===== config.mk =====
export PLATFORM = sky130hd
export DESIGN_NAME = receptor_sonar_serial
export DESIGN_NICKNAME = d
export VERILOG_FILES = /design/src/rtl/receptor_sonar_serial.sv
export SDC_FILE = /design/constraint.sdc
export NUM_CORES = 1
export LEC_CHECK = 0
export ABC_AREA = 1
export BUFFER_PORTS_ARGS = -buffer_cell sky130_fd_sc_hd__buf_4
export CAP_MARGIN = 15
export CORE_UTILIZATION = 55
export DETAILED_ROUTE_END_ITERATION = 6
export GPL_TIMING_DRIVEN = 0
export PLACE_DENSITY = 0.78
export SETUP_SLACK_MARGIN = 0.2
export SLEW_MARGIN = 20
export SYNTH_ARGS = -nofsm -noshare
export SYNTH_HDL_FRONTEND = slang
export SYNTH_SLANG_ARGS = --single-unit

===== constraint.sdc =====
create_clock -name clock -period 3.8 [get_ports clock]
set_input_delay 0.76 -clock clock [delete_from_list [all_inputs] [get_ports clock]]
set_output_delay 0.76 -clock clock [all_outputs]
set_load 0.02 [all_outputs]

===== src/rtl/receptor_sonar_serial.sv =====
// Receive end of the sonar serial link.
// Deserializes 7E2 UART characters and parses the 8-character message "AAA,DDD#"
// into BCD angle and distance registers. pronto marks an accepted message and
// erro marks a rejected character; the two never fire in the same cycle.
module receptor_sonar_serial #(
    parameter int CLKS_PER_BIT = 434
) (
    input  logic        clock,
    input  logic        reset,
    input  logic        entrada_serial,
    output logic [11:0] angulo,
    output logic [11:0] distancia,
    output logic        pronto,
    output logic        erro,
    output logic [3:0]  db_estado
);

    typedef enum logic [3:0] {
        OCIOSO   = 4'd0,
        INICIO   = 4'd1,
        DADOS    = 4'd2,
        PARIDADE = 4'd3,
        PARADA1  = 4'd4,
        PARADA2  = 4'd5,
        AVALIA   = 4'd6
    } estado_t;

    localparam int            CW      = $clog2(CLKS_PER_BIT);
    localparam logic [CW-1:0] FULL_M1 = CW'(CLKS_PER_BIT - 1);
    localparam logic [CW-1:0] HALF_M1 = CW'(CLKS_PER_BIT / 2 - 1);

    estado_t       estado, prox_estado;
    logic          sync_meta, rx;
    logic [CW-1:0] cnt;
    logic          tick;
    logic [2:0]    bit_idx;
    logic [6:0]    shift;
    logic          par_ok, stop_ok;
    logic [2:0]    pos;
    logic          sync_flag;
    logic [11:0]   sh_ang, sh_dist;
    logic          framed, is_digit, is_comma, is_hash, char_ok;

    // Two-flop synchronizer; loads idle level on reset so no false start is seen.
    always_ff @(posedge clock) begin
        if (reset) begin
            sync_meta <= 1'b1;
            rx        <= 1'b1;
        end else begin
            // NOTE: non-blocking assignments make both flops sample the old values,
            // giving a real two-stage chain rather than a single wire.
            sync_meta <= entrada_serial;
            rx        <= sync_meta;
        end
    end

    // Bit FSM state register.
    always_ff @(posedge clock) begin
        if (reset) estado <= OCIOSO;
        else       estado <= prox_estado;
    end

    // Bit FSM next-state: start bit is resampled at half a bit, the rest at full bit periods.
    always_comb begin
        // NOTE: every signal gets a default before the case so no latch is inferred.
        prox_estado = estado;
        tick        = (estado == INICIO) ? (cnt == HALF_M1) : (cnt == FULL_M1);
        case (estado)
            OCIOSO:   if (!rx) prox_estado = INICIO;
            INICIO:   if (tick) prox_estado = rx ? OCIOSO : DADOS;
            DADOS:    if (tick && bit_idx == 3'd6) prox_estado = PARIDADE;
            PARIDADE: if (tick) prox_estado = PARADA1;
            PARADA1:  if (tick) prox_estado = PARADA2;
            PARADA2:  if (tick) prox_estado = AVALIA;
            // A start bit already visible here is taken without passing through OCIOSO.
            AVALIA:   prox_estado = rx ? OCIOSO : INICIO;
            default:  prox_estado = OCIOSO;
        endcase
    end

    // Character classification, used only while in AVALIA.
    always_comb begin
        framed   = par_ok && stop_ok;
        is_digit = (shift[6:4] == 3'b011) && (shift[3:0] <= 4'd9);
        is_comma = (shift == 7'h2C);
        is_hash  = (shift == 7'h23);
        case (pos)
            3'd3:    char_ok = is_comma;
            3'd7:    char_ok = is_hash;
            default: char_ok = is_digit;
        endcase
    end

    // Bit timing, shift register and frame checks.
    always_ff @(posedge clock) begin
        if (reset) begin
            cnt     <= '0;
            bit_idx <= '0;
            par_ok  <= 1'b0;
            stop_ok <= 1'b0;
        end else begin
            if (estado == OCIOSO || prox_estado != estado || tick) cnt <= '0;
            else                                                  cnt <= cnt + 1'b1;

            if (estado != DADOS) bit_idx <= '0;
            else if (tick)       bit_idx <= bit_idx + 3'd1;

            if (tick) begin
                case (estado)
                    DADOS:    shift   <= {rx, shift[6:1]};
                    PARIDADE: par_ok  <= ~(^{shift, rx});
                    PARADA1:  stop_ok <= rx;
                    PARADA2:  stop_ok <= stop_ok & rx;
                    default:  ;
                endcase
            end
        end
    end

    // Message parser: shadow digits, commit on '#', error and resync handling.
    always_ff @(posedge clock) begin
        if (reset) begin
            // NOTE: shadow and shift registers are not reset; they are always
            // rewritten before being read, so only control state needs clearing.
            angulo    <= '0;
            distancia <= '0;
            pronto    <= 1'b0;
            erro      <= 1'b0;
            pos       <= '0;
            sync_flag <= 1'b1;
        end else begin
            pronto <= 1'b0;
            erro   <= 1'b0;
            if (estado == AVALIA) begin
                if (sync_flag) begin
                    if (framed && is_hash) begin
                        sync_flag <= 1'b0;
                        pos       <= '0;
                    end
                end else if (framed && char_ok) begin
                    case (pos)
                        3'd0: sh_ang[11:8]  <= shift[3:0];
                        3'd1: sh_ang[7:4]   <= shift[3:0];
                        3'd2: sh_ang[3:0]   <= shift[3:0];
                        3'd4: sh_dist[11:8] <= shift[3:0];
                        3'd5: sh_dist[7:4]  <= shift[3:0];
                        3'd6: sh_dist[3:0]  <= shift[3:0];
                        3'd7: begin
                            angulo    <= sh_ang;
                            distancia <= sh_dist;
                            pronto    <= 1'b1;
                        end
                        default: ;
                    endcase
                    pos <= pos + 3'd1;  // wraps 7 -> 0 after the '#'
                end else begin
                    erro <= 1'b1;
                    if (framed && is_hash) pos <= '0;
                    else                   sync_flag <= 1'b1;
                end
            end
        end
    end

    assign db_estado = estado;

endmodule


Word level (Yosys, flattened, before mapping)
Cells that the tools add are included.
Word-level totals
  output and inout port bits: 30
  bits in registers: 81
  input bits: 3
Cells by class
  bitwise gates (word level): 6
  eq/ne operators: 21
  $add $sub $neg: 3
  reduce and logical (&&, ||, !) cells: 25
  muxes and demuxes: 20
  order comparisons: 1
Operators with widths (number)
  AND reduction 5 bit: 6
  case mux 4 bit (7 select lines): 1
  2-to-1 mux 4 bit: 6
  equality test 3 bit, second input constant: 5
  equality test 7 x 6 -> 1 bit, second input constant: 2
  equality test 4 x 3 -> 1 bit, second input constant: 3
  adder 9 x 1 -> 9 bit, second input constant: 1
  equality test 3 x 2 -> 1 bit, second input constant: 3
  equality test 9 x 8 -> 1 bit, second input constant: 1
  equality test 9 bit, second input constant: 1
  2-to-1 mux 3 bit: 3
  equality test 4 x 2 -> 1 bit, second input constant: 2
  XOR reduction 8 bit: 1
  2-to-1 mux 1 bit: 7
  adder 3 x 1 -> 3 bit, second input constant: 2
  logical AND 1 bit: 5
  NOT 1 bit: 5
  equality test 4 x 1 -> 1 bit, second input constant: 1
  <= comparator 4 bit, second input constant: 1
  zero test 4 bit: 1
  != test 4 x 2 -> 1 bit, second input constant: 1
  != test 4 bit: 1
  case mux 1 bit (2 select lines): 2
  AND reduction 2 bit: 2
  other kinds (11): 13

Depth between registers and ports, before layout
  word-level depth: 9
  depth in mapped cells: 13

Least setup slack after synthesis
No wires, ideal clock.
  path type: flip-flop to flip-flop
  start point: register pos[0]
  end point: register sh_dist[0] (enable)
  arrival time: 1.917 ns
  required time: 3.471 ns
  slack: 1.554 ns
  library setup time: 0.329 ns
  cell stages (with the launch flop): 13
  buffers on the path: 1
  cells stage by stage: dfxtp_1 > ha_1 > ha_1 > buf_2 > inv_1 > nand3_1 > nand2_1 > nand3_1 > nand2_1 > nand2_2 > nor2_2 > nand2_1 > nor2_1
On the way
  word-level cells in the longest chain between the ends: 4
  elaborated cells between the ends (all ways): 6
  those cells by class: eq/ne (3); mux (1); reduce/logical (2)
Ends and longest elaborated chain
  from (decl): line 39  | logic [2:0] pos;
  from (signal assigned): line 155  | pos <= pos + 3'd1;
  equality test 3 bit / equality test 3 x 2 -> 1 bit (equally long branches): line 87  | case (pos)
  case mux 1 bit (2 select lines): line 87
  logical AND 1 bit: line 140  | end else if (framed && char_ok) begin
  AND reduction 5 bit (no line) (*)
  to (signal assigned): line 147  | 3'd6: sh_dist[3:0] <= shift[3:0];
  to (decl): line 41  | logic [11:0] sh_ang, sh_dist;
Every way passes the cells marked *; elsewhere a longest branch is shown, timed or not.
A chain may end at the register's enable or synchronous reset.

Final worst setup path
  start point: register pos[0]
  end point: register sh_dist[6] (enable)
The elaborated chain is that of the path after synthesis.

==> tab_implementation.tex <==
\begin{tabular}{lr}
\hline
Metric & Value \\
\hline
\multicolumn{2}{l}{\textbf{Logic synthesis}} \\
Synthesis warning total & 0 \\
Fraction of post-synthesis cell area in the top cell type by area & 27.0\% \\
Post-synthesis register bit count & 81 \\
Mean instance size in the synthesized netlist & 8.06 sq um \\
Count of different cell masters after synthesis & 30 \\
Share of flip-flops with an asynchronous set or reset after synthesis & 0\% \\
Proportion of synthesized chip area in sequential cells & 52.1\% \\
Post-Synthesis Cell Area & 3710 sq um \\
Top cell type by total area after synthesis & sky130\_fd\_sc\_hd\_\_dfxtp\_1 \\
Synth Net Count & 472 \\
Top FF cell, synth & sky130\_fd\_sc\_hd\_\_dfxtp\_1 \\
Top cells by area, synth & sky130\_fd\_sc\_hd\_\_dfxtp\_1, sky130\_fd\_sc\_hd\_\_edfxtp\_1, sky130\_fd\_sc\_hd\_\_inv\_1 \\
Gate count of the mapped netlist & 460 \\
Post-synth EDFFs & 31 \\
\multicolumn{2}{l}{\textbf{Final layout}} \\
Combined area of the multi-input logic cells & 1300 sq um \\
Number of fillers in the final layout & 557 \\
Diodes inserted & 0 \\
Layout net count & 514 \\
Sequential standard cell area & 1930 sq um \\
Area added between synthesis and finish & 13.7\% \\
Share of layout cells above drive strength 1 & 13.0\% \\
\multicolumn{2}{l}{\textbf{Floorplanning}} \\
Number of ports placed on the die boundary & 33 \\
Starting density of the core & 57.7\% \\
CORE AREA & 6420 sq um \\
Die Span Y & 84.1 um \\
Rows & 29 \\
Die width & 84.1 um \\
Die area & 7080 sq um \\
\multicolumn{2}{l}{\textbf{Timing}} \\
Sum of negative setup slack & 0 ns \\
Number of pins exceeding their max-slew limit in the final report & 0 \\
Tightest Pin Transition & 0.568 ns \\
Slack of the critical path & 1.15 ns \\
Worst clock skew on the final layout & 0.0106 ns \\
Worst Hold Margin & 0.417 ns \\
Setup repair after global routing missed its margin & false \\
Final setup fails & 0 \\
Worst-case headroom to the max-slew limit & 62.0\% \\
Final count of hold timing violations & 0 \\
Fmax & 377 MHz \\
Share of the clock period used by the worst path & 69.8\% \\
Clock period minus final worst setup slack & 2.65 ns \\
\multicolumn{2}{l}{\textbf{Global routing}} \\
Initial antenna violation count & 0 \\
Global Route Usage Sum & 20.5\% \\
Grt total ovfl & 0 \\
Number of global-route vias before repair & 2633 \\
Largest net degree at the start of global routing & 16 \\
Global-route wire length before repair & 11300 um \\
\multicolumn{2}{l}{\textbf{Run status}} \\
Status & finished with violations \\
Failing checks & design-rule violations \\
\multicolumn{2}{l}{\textbf{Critical path}} \\
CP Capture Type & flip-flop \\
Crit Reg-Reg Endpoint & sh\_dist[6]\$\_DFFE\_PP\_ \\
Kind of critical path & reg2reg \\
Critical Path RT & 3.82 ns \\
Kind of start point of the critical path & flip-flop \\
Worst r2r path cells & 12 \\
Startpoint of the lowest-slack register-to-register path & pos[0]\$\_SDFFE\_PP0N\_ \\
Highest net fanout along the worst path & 9 \\
Slack of the worst reg-to-reg path & 1.15 ns \\
Worst Path Arrival & 2.67 ns \\
\multicolumn{2}{l}{\textbf{Pwr}} \\
Relative contribution of sequential cells to total power & 60.2\% \\
NetSw & 346 uW \\
Leakage power summed over all cells & 1.94 nW \\
Portion of total power attributed to combinational logic & 1.9\% \\
Sw frac & 23.2\% \\
Int Power & 1.15 mW \\
Overall power consumption & 1.49 mW \\
Worst VDD drop & 0.000234 V \\
Power density over the cells & 354 nW/um\^{}2 \\
Portion of total power attributed to the clock network & 37.9\% \\
\multicolumn{2}{l}{\textbf{Clock tree}} \\
Later-pin clock latency in the skew report & 0.36 ns \\
Count of buffers added by post-CTS timing repair for setup & 0 \\
Resized cells post-CTS & 0 \\
Hold bufs inserted after CTS & 0 \\
Clock transition at path regs & 0.08 ns \\
H-tree level count & 3 \\
Maximum count of clock buffers along a single path & 2 \\
Clock root buffer & sky130\_fd\_sc\_hd\_\_clkbuf\_8 \\
Cts bufs inserted & 9 \\
TritonCTS clock tree & built \\
Number of clock sinks seen by CTS & 81 \\
\multicolumn{2}{l}{\textbf{Route}} \\
Detailed Route WL & 6440 um \\
Number of vias per cell after detailed routing & 4.71 \\
Detailed-router iteration count before antenna repair & 6 \\
Post-detailed-route DRC marker count & 14 \\
First-iteration detailed-routing DRC count & 95 \\
Number of nets still failing antenna checks after routing & 0 \\
WL/cell & 11.0 um \\
Via count & 2749 \\
\multicolumn{2}{l}{\textbf{Placement}} \\
Half-perimeter wire length of the detailed placement result & 4640 um \\
Setup Slack @ Placement & 1.18 ns \\
\# port buffers & 31 \\
Final weighted congestion in routability-driven placement & 0.865 \\
\multicolumn{2}{l}{\textbf{Worst hold path}} \\
Hold Startpoint & sync\_meta\$\_SDFF\_PP1\_ \\
Min-delay worst type & reg2reg \\
Endpoint of the worst hold-timing path & rx\$\_SDFF\_PP1\_ \\
Hold depth & 1 \\
\multicolumn{2}{l}{\textbf{Job}} \\
Max-Cap Viols & 0 \\
\hline
\end{tabular}
[metal layers]
| metal | track usage [%] | routed length (um) | vias up |
|---|---|---|---|
| met5 | 0 | 0 | - |
| met4 | 13.9 | 179 | 0 |
| met3 | 3.96 | 279 | 15 |
| met2 | 34.6 | 3040 | 65 |
| met1 | 23.7 | 2940 | 1183 |
| li1 | - | - | 1486 |
[cell usage after synthesis, types with 2 or more instances]
master and number:
sky130_fd_sc_hd__a21oi_1 5, sky130_fd_sc_hd__buf_1 5, sky130_fd_sc_hd__buf_2 5, sky130_fd_sc_hd__buf_6 2, sky130_fd_sc_hd__dfxtp_1 50, sky130_fd_sc_hd__edfxtp_1 31
sky130_fd_sc_hd__ha_1 9, sky130_fd_sc_hd__inv_1 105, sky130_fd_sc_hd__inv_2 2, sky130_fd_sc_hd__nand2_1 97, sky130_fd_sc_hd__nand3_1 15, sky130_fd_sc_hd__nand4_1 27
sky130_fd_sc_hd__nor2_1 65, sky130_fd_sc_hd__nor2_2 2, sky130_fd_sc_hd__nor3_1 8, sky130_fd_sc_hd__o21ai_0 5, sky130_fd_sc_hd__o21bai_1 2, sky130_fd_sc_hd__or2_2 2
sky130_fd_sc_hd__xnor2_1 5, sky130_fd_sc_hd__xor2_1 8
[kinds of logic after synthesis]
logic type	Yosys count	share of synthesized area, %
AOI/OAI and AO/OA	12	1.75
xor gates and xnor gates	13	3.07
adders and majority gates	9	3.04
buffers and inverters	121	12.9
DFF	81	52.1
other	1	0.101
and+or+nand+nor	223	27.0
[through the flow]
stage               utilization [%]  instances  cell area [sq um]
floorplan                         -        460               3710
global placement               62.9        568               4040
detailed placement             62.9        568               4040
CTS                            65.7        584               4220
global route                   65.7        584               4220
finish                         65.7        584               4220
[worst max-delay path, cell delays in order (launching register included)]
cell,delay (ns)
sky130_fd_sc_hd__dfxtp_1,0.35
sky130_fd_sc_hd__ha_1,0.22
sky130_fd_sc_hd__ha_1,0.18
sky130_fd_sc_hd__buf_2,0.18
sky130_fd_sc_hd__inv_1,0.09
sky130_fd_sc_hd__nand3_1,0.08
sky130_fd_sc_hd__nand2_1,0.07
sky130_fd_sc_hd__nand3_1,0.07
sky130_fd_sc_hd__nand2_1,0.28
sky130_fd_sc_hd__nand2_2,0.18
sky130_fd_sc_hd__nor2_2,0.21
sky130_fd_sc_hd__nand2_1,0.11
sky130_fd_sc_hd__nor2_1,0.31
[power groups by stage]
stage               Sequential (mW)  Combinational, mW  Clock (mW)
floorplan                     0.919             0.0193           0
detailed placement            0.919             0.0283           0
global route                  0.899             0.0324       0.606
finish                        0.898             0.0284       0.565
CTS                           0.898             0.0285       0.581
global placement              0.918             0.0277           0
[area by class of cell]
type	instances	area share, %
clock inverter	7	1.31
sequential	81	45.8
buffer	14	1.84
clock buffer	9	2.94
tap	77	2.28
multi-input combinational	258	30.8
timing repair buffer	31	5.52
inverter	107	9.53
[worst max path at each step]
stage | from | end | slack [ns] | depth (start not counted)
after floorplan | pos[0]$_SDFFE_PP0N_ | sh_dist[0]$_DFFE_PP_ | 1.55 | 12
after global placement | pos[0]$_SDFFE_PP0N_ | sh_ang[10]$_DFFE_PP_ | 1.20 | 12
after detailed placement | pos[0]$_SDFFE_PP0N_ | sh_ang[2]$_DFFE_PP_ | 1.18 | 12
after CTS | pos[0]$_SDFFE_PP0N_ | sh_ang[3]$_DFFE_PP_ | 1.16 | 12
after global routing | pos[1]$_SDFFE_PP0N_ | sh_dist[4]$_DFFE_PP_ | 0.93 | 12
final | pos[0]$_SDFFE_PP0N_ | sh_dist[6]$_DFFE_PP_ | 1.15 | 12
[registers in the layout (all words and copies together) (netlist names), 4 cells and up]
| name | cells |
|---|---|
| shift | 7 |
| cnt | 9 |
| distancia | 12 |
| sh_dist | 12 |
| sh_ang | 12 |
| angulo | 12 |
| db_estado | 4 |
[cell usage in the layout (no fill, tap or decap), types with 2 or more instances in the layout]
cell type	netlist	final
sky130_fd_sc_hd__inv_1	105	105
sky130_fd_sc_hd__nand2_1	97	97
sky130_fd_sc_hd__nor2_1	65	65
sky130_fd_sc_hd__dfxtp_1	50	50
sky130_fd_sc_hd__buf_4	1	32
sky130_fd_sc_hd__edfxtp_1	31	31
sky130_fd_sc_hd__nand4_1	27	27
sky130_fd_sc_hd__nand3_1	15	15
sky130_fd_sc_hd__ha_1	9	9
sky130_fd_sc_hd__clkbuf_8	0	9
sky130_fd_sc_hd__nor3_1	8	8
sky130_fd_sc_hd__xor2_1	8	8
sky130_fd_sc_hd__buf_2	5	5
sky130_fd_sc_hd__a21oi_1	5	5
sky130_fd_sc_hd__o21ai_0	5	5
sky130_fd_sc_hd__xnor2_1	5	5
sky130_fd_sc_hd__buf_1	5	5
sky130_fd_sc_hd__clkinv_4	0	3
sky130_fd_sc_hd__inv_2	2	2
sky130_fd_sc_hd__o21bai_1	2	2
sky130_fd_sc_hd__nor2_2	2	2
sky130_fd_sc_hd__or2_2	2	2
sky130_fd_sc_hd__buf_6	2	2
sky130_fd_sc_hd__clkinvlp_4	0	2
Power figures use the tool's default switching activity.
